[src/rtl/dvsd_param_updown_counter.sv]
// Parameterised up/down counter with wrap or saturate at MAX_VAL, parallel load and crossing pulses.
// Define DVSD_CNT_STICKY_FLAG_EN to build the sticky overflow/underflow flag; otherwise ovf_sticky is 0.
module dvsd_param_updown_counter #(
    parameter int               WIDTH   = 4,
    parameter logic [WIDTH-1:0] MAX_VAL = {WIDTH{1'b1}},
    parameter int               STEP_W  = 2
) (
    input  logic              clk,
    input  logic              reset,
    input  logic              en,
    input  logic              updown,
    input  logic              sat_mode,
    input  logic [STEP_W-1:0] step,
    input  logic              load,
    input  logic [WIDTH-1:0]  load_val,
    input  logic              ovf_clr,
    output logic [WIDTH-1:0]  out,
    output logic              tc,
    output logic              ovf,
    output logic              unf,
    output logic              ovf_sticky
);

    // Two guard bits let up sums and down wrap sums be formed without truncation.
    localparam logic [WIDTH+1:0] MAX_X  = {2'b00, MAX_VAL};
    localparam logic [WIDTH+1:0] MAX_P1 = MAX_X + 1'b1;

    logic [WIDTH+1:0] cur_x;
    logic [WIDTH+1:0] step_x;
    logic [WIDTH+1:0] sum;
    logic [WIDTH-1:0] next_out;
    logic             next_ovf;
    logic             next_unf;

    assign cur_x  = {2'b00, out};
    assign step_x = {{(WIDTH+2-STEP_W){1'b0}}, step};
    assign sum    = cur_x + step_x;

    // NOTE: every variable gets a default at the top of always_comb so no path infers a latch.
    always_comb begin
        next_out = out;
        next_ovf = 1'b0;
        next_unf = 1'b0;
        if (load) begin
            next_out = (load_val > MAX_VAL) ? MAX_VAL : load_val;
        end else if (en) begin
            if (updown) begin
                if (sum > MAX_X) begin
                    next_ovf = 1'b1;
                    // An oversized step could wrap past MAX_VAL; clamp keeps out in range.
                    if (sat_mode || (sum > MAX_X + MAX_P1))
                        next_out = MAX_VAL;
                    else
                        next_out = WIDTH'(sum - MAX_P1);
                end else begin
                    next_out = WIDTH'(sum);
                end
            end else begin
                if (cur_x < step_x) begin
                    next_unf = 1'b1;
                    if (sat_mode || (step_x > cur_x + MAX_P1))
                        next_out = '0;
                    else
                        next_out = WIDTH'(cur_x + MAX_P1 - step_x);
                end else begin
                    next_out = WIDTH'(cur_x - step_x);
                end
            end
        end
    end

    // NOTE: sequential state uses non-blocking assignments so all registers update from pre-edge values.
    always_ff @(posedge clk) begin
        if (reset) begin
            out <= '0;
            ovf <= 1'b0;
            unf <= 1'b0;
        end else begin
            out <= next_out;
            ovf <= next_ovf;
            unf <= next_unf;
        end
    end

    assign tc = updown ? (out == MAX_VAL) : (out == '0);

`ifdef DVSD_CNT_STICKY_FLAG_EN
    logic sticky_q;

    // A crossing on the same edge as ovf_clr keeps the flag set.
    always_ff @(posedge clk) begin
        if (reset)
            sticky_q <= 1'b0;
        else if (next_ovf || next_unf)
            sticky_q <= 1'b1;
        else if (ovf_clr)
            sticky_q <= 1'b0;
    end

    assign ovf_sticky = sticky_q;
`else
    logic unused_ovf_clr;

    assign unused_ovf_clr = ovf_clr;
    assign ovf_sticky     = 1'b0;
`endif

endmodule

[config.mk]
export PLATFORM = sky130hd
export DESIGN_NAME = dvsd_param_updown_counter
export DESIGN_NICKNAME = d
export VERILOG_FILES = /design/src/rtl/dvsd_param_updown_counter.sv
export SDC_FILE = /design/constraint.sdc
export NUM_CORES = 1
export LEC_CHECK = 0
export CAP_MARGIN = 5
export CORE_MARGIN = 4
export CORE_UTILIZATION = 43
export CTS_CLUSTER_SIZE = 24
export DETAILED_ROUTE_END_ITERATION = 6
export PLACE_DENSITY = 0.76
export SLEW_MARGIN = 25
export SYNTH_ARGS = -nofsm -noshare
export SYNTH_HDL_FRONTEND = slang
export SYNTH_SLANG_ARGS = --single-unit
[constraint.sdc]
create_clock -name clk -period 2.5 [get_ports clk]
set_input_delay 0.5 -clock clk [delete_from_list [all_inputs] [get_ports clk]]
set_output_delay 0.5 -clock clk [all_outputs]
set_load 0.01 [all_outputs]
# Word level (Yosys, flattened, before mapping)
# Index checks and enable logic that the tools add are counted.
dict set report op_classes {
  addsub 5
  n_lt_le_gt_ge 5
  n_eq_ne 1
  muxes 11
  bitwise 2
  n_reduce_logical 6
}
# operator count
set op_table {}
lappend op_table {{$mux W4} 8}
lappend op_table {{$reduce_or A4 Y1} 2}
lappend op_table {{$sub A4 B2 Y4} 2}
lappend op_table {{$add A4 B5 Y6 const B} 1}
lappend op_table {{$gt A2 B6 Y1} 1}
lappend op_table {{$add A4 B2 Y5} 1}
lappend op_table {{$gt A5 B4 Y1 const B} 1}
lappend op_table {{$gt A5 B5 Y1 const B} 1}
lappend op_table {{$eq A4 B4 Y1 const B} 1}
lappend op_table {{$gt A4 B4 Y1 const B} 1}
lappend op_table {{$logic_not A4 Y1} 1}
lappend op_table {{$lt A4 B2 Y1} 1}
lappend op_table {{$sub A4 B1 Y4 const B} 1}
lappend op_table {{$mux W1} 3}
lappend op_table {{$logic_or A1 B1 Y1} 2}
lappend op_table {{$not A1 Y1} 2}
lappend op_table {{$reduce_bool A2 Y1} 1}
dict set report totals {
  regBits 6
}

# Longest topological paths before layout
dict set report depth {
  ltp_word 8
  ltp_mapped 8
}

# Worst setup path before layout
# No wires, ideal clock.
dict set report synth_path {
  path_type {input to register}
  from {input step[0]}
  to {register out[1]}
  arrival_time_ps 1779
  required_time_ps 2375
  path_slack_ps 596
  path_stages 7
  path_cell_list {ha_1 inv_1 fa_1 nor4b_2 nor3_2 a221oi_1 nor3_1}
}
dict set report synth_via {
  elab_chain_cells 8
  elab_cells_between_ends 17
  cone_classes {add/sub: 4; order compare: 4; mux: 7; reduce/logical: 2}
}
# item line_no
set synth_lines {}
lappend synth_lines {{start, declared} 13} ;# input logic [STEP_W-1:0] step,
lappend synth_lines {{$add A4 B2 Y5} 37} ;# assign sum = cur_x + step_x;
lappend synth_lines {{$gt A5 B5 Y1} 51} ;# if (sat_mode || (sum > MAX_X + MAX_P1))
lappend synth_lines {{$logic_or A1 B1 Y1} 51}
lappend synth_lines {{$mux W4} 51}
lappend synth_lines {{$mux W4} 48} ;# if (sum > MAX_X) begin
lappend synth_lines {{$mux W4 (*)} 47} ;# if (updown) begin
lappend synth_lines {{$mux W4 (*)} 46} ;# end else if (en) begin
lappend synth_lines {{$mux W4 (*)} 44} ;# if (load) begin
lappend synth_lines {{end signal, assigned} 79} ;# out <= next_out;
lappend synth_lines {{end, declared} 17} ;# output logic [WIDTH-1:0] out,
# Every way passes the cells marked *; elsewhere a longest branch is shown, timed or not. The select of a mux whose other input is x is not followed.
# A chain may end at the register's enable or synchronous reset.

# Worst setup path in the final report
dict set report layout_path {
  from {input updown}
  to {output tc}
}
dict set report layout_via {
  elab_chain_cells 1
}
# item line_no
set layout_lines {}
lappend layout_lines {{start, declared} 11} ;# input logic updown,
lappend layout_lines {{$mux W1} 85} ;# assign tc = updown ? (out == MAX_VAL) : (out == '0);
lappend layout_lines {{end, declared} 18} ;# output logic tc,
# Every way passes these cells.

==> run metrics <==
status complete, no violations; Layout Skew between 9 and 10 ps; Die Width 45.7 µm; DR DRC count 0; Site Rows 13; Layout Nets about 110; placed insts ~100; Clk pwr share between 20% and 30%; I/O Buffers 18; final wirelength 1430 µm; M2 GR Usage 25.3%; Sw Pwr 108 µW; met3 GRT Util between 2 and 3%; final slew viol count 0; fill count ~130; routability congestion estimate a little under 0.8; initial antenna violation count 0; CTS root buf clkbuf_4; YS warnings 0; Final period util 92.6%; Yosys cell types 37; TritonCTS clock tree done; Max Cap Viol 0; CP peak stage delay 560 ps; # IOs 21; crit path launch updown; worst r2r dst out[1]$_SDFFE_PP0P_; pre-CTS setup slack -77.3 ps; worst r2r src out[0]$_SDFFE_PP0P_; fin area around 840 µm²; M1 GR Usage 18.7%; Synth Flop Type dfxtp_1; initial DRC count 10; final hold vios 0; Hold-fix buffers, CTS 0; flops & latches, synth 6; pwr dens a little over 400 mW/mm²; Post CTS Setup Buffer Count 0; Worst Hold End ovf$_SDFF_PP0_; ant diodes 0; post-DP HPWL ~1200 µm; endpoints failing setup 0; Chip Height about 46 µm; startpoint type of the worst setup path input port; die area between 0.002 and 0.0025 mm²; RSZ-0062 raised after global routing false; Worst-path clk slew 50 ps; most used cell, CP clkdlybuf4s50_1; Global Route Usage Sum between 10% and 20%; CP arrival 1820 ps; Resized cells post-CTS 0; Fmax 0.432 GHz; Comb power frac 40.8%; Post-Syn Area slightly above 600 µm²; total gr overflow 0; layout cells sized above 1 around a fifth; Wirelength per Cell 13.4 µm; routed via count between 500 and 600; Crit path buffers/inverters 3; Worst R2R Path Depth 8; Power Internal roughly 230 µW; CP required about 2000 ps; Via density around 5.6; Layout Cells excl Fill 106; worst min-delay path category flip-flop to flip-flop; Initial DRT Pass Iterations 4; post-route setup slack 184 ps; minimum clock period between 2000 and 2500 ps; Yosys top cell area share approximately a fifth; vias in the first global route 541; maximum vdd drop 0.000270 V; CTS buffer count 3; R2R Setup Slk around 530 ps; GRT Max-Usage Layer met2; largest net degree at the start of global routing 15; clock latency at the later pin of the worst-skew pair about 250 ps; sequential area share after synthesis between 10% and 20%; H-tree depth 1; Hold Path Stages 3; Worst Hold Launch out[3]$_SDFFE_PP0P_; cell count after synthesis 69; cell taking the most area after synthesis dfxtp_1; number of synthesized flops with an enable pin 0; first-pass GRT wire length 2350 µm; CP delay by family, top buffers and inverters; Hold WS approximately 630 ps; ranking of synthesized cells by area dfxtp_1 (20%), ha_1 (8.2%), fa_1 (6.6%); kind of end point of the critical path output pin; antenna-violating nets left 0; Flop pwr share about a third; Starting Density 46.3%; Worst Path Max Fanout 13; critical setup path kind input port to output pin; crit-path cells clkdlybuf4s50_1, buf_4, o22ai_1, clkdlybuf4s50_1; CTS sink count 6; sw frac 32.2%; synthesis-to-finish area growth 36.9%; Syn Area/Cell slightly below 9 µm²; ys async rst share 0%; post-synth net total 88; core area ~0.0013 mm²; CP max-delay cell clkdlybuf4s50_1; dpl cell area slightly above 800 µm²; clock buffer depth 2; Crit. path cell count 4; Leak Pwr about 0.32 nW
-- cell families after synthesis --
family / Yosys count / share of synthesized area, %
AO/OA/AOI/OAI: 19 / 25.8
adder cells (fa/ha/maj): 6 / 14.8
buffers and inverters: 11 / 10.5
flip-flops: 6 / 19.7
other: 1 / 0.614
AND/OR/NAND/NOR: 26 / 28.7
-- power groups by stage --
stage / Combinational [mW] / Sequential (mW) / Clock, mW
after CTS: 0.138 / 0.106 / 0.0990
after global routing: 0.152 / 0.107 / 0.105
after detailed placement: 0.137 / 0.108 / 0
final: 0.137 / 0.106 / 0.0931
after floorplan: 0.0750 / 0.115 / 0
after global placement: 0.136 / 0.108 / 0
-- synth_stat cells, types with 2 or more instances --
library cell	number
dfxtp_1	6
inv_1	6
buf_4	4
ha_1	4
nand2_1	4
nor2b_1	4
nor3_1	4
a21oi_1	3
fa_1	2
nand4_1	2
nor3_2	2
o2111ai_1	2
o21ai_0	2
-- registers in the layout, indices dropped and copies added (netlist names) --
name,flops
ovf,1
unf,1
out,4
-- layout by cell type, fill, tap and decap left out, types with 2 or more instances in the layout --
master,instances
o2111ai_1,2
a21oi_1,3
ha_1,4
dfxtp_1,6
nor3_1,4
buf_4,6
clkbuf_4,3
nor2b_1,4
nor3_2,2
clkdlybuf4s50_1,18
o21ai_0,2
inv_1,6
nand2_1,4
fa_1,2
nand4_1,2
-- metrics by stage --
stage               total power [mW]  utilization [%]  TNS, ps
finish                         0.336             63.4        0
global route                   0.363             63.4        0
CTS                            0.343             63.4        0
detailed placement             0.245             61.7     -107
global placement               0.244             61.7    -35.3
floorplan                      0.190                -        0
-- final cells by class --
class | count | area, µm² | area share, %
Multi-Input combinational cell | 52 | 427 | 51.0
Timing Repair Buffer | 24 | 225 | 26.9
Sequential cell | 6 | 120 | 14.4
Clock buffer | 3 | 22.5 | 2.69
Inverter | 6 | 22.5 | 2.69
Tap cell | 15 | 18.8 | 2.25
-- worst max path at each step --
stage	end	slack, ps
floorplan	out[1]$_SDFFE_PP0P_	600
global placement	out[1]$_SDFFE_PP0P_	-40
detailed placement	out[1]$_SDFFE_PP0P_	-80
CTS	tc	170
global route	out[1]$_SDFFE_PP0P_	40
finish	tc	180
-- worst register-to-register path, cell delays in order (launching register included) --
cell and delay (ps):
dfxtp_1 340, inv_1 70, ha_1 150, inv_1 50, fa_1 440, nor4b_2 310
nor3_2 80, a221oi_1 300, nor3_1 90
-- per-layer routing --
metal,up-vias,routed length (µm)
met4,0,48
li1,304,-
met3,4,78
met1,266,569
met5,-,0
met2,22,728
Note: power is estimated with default switching activity, not from simulation.
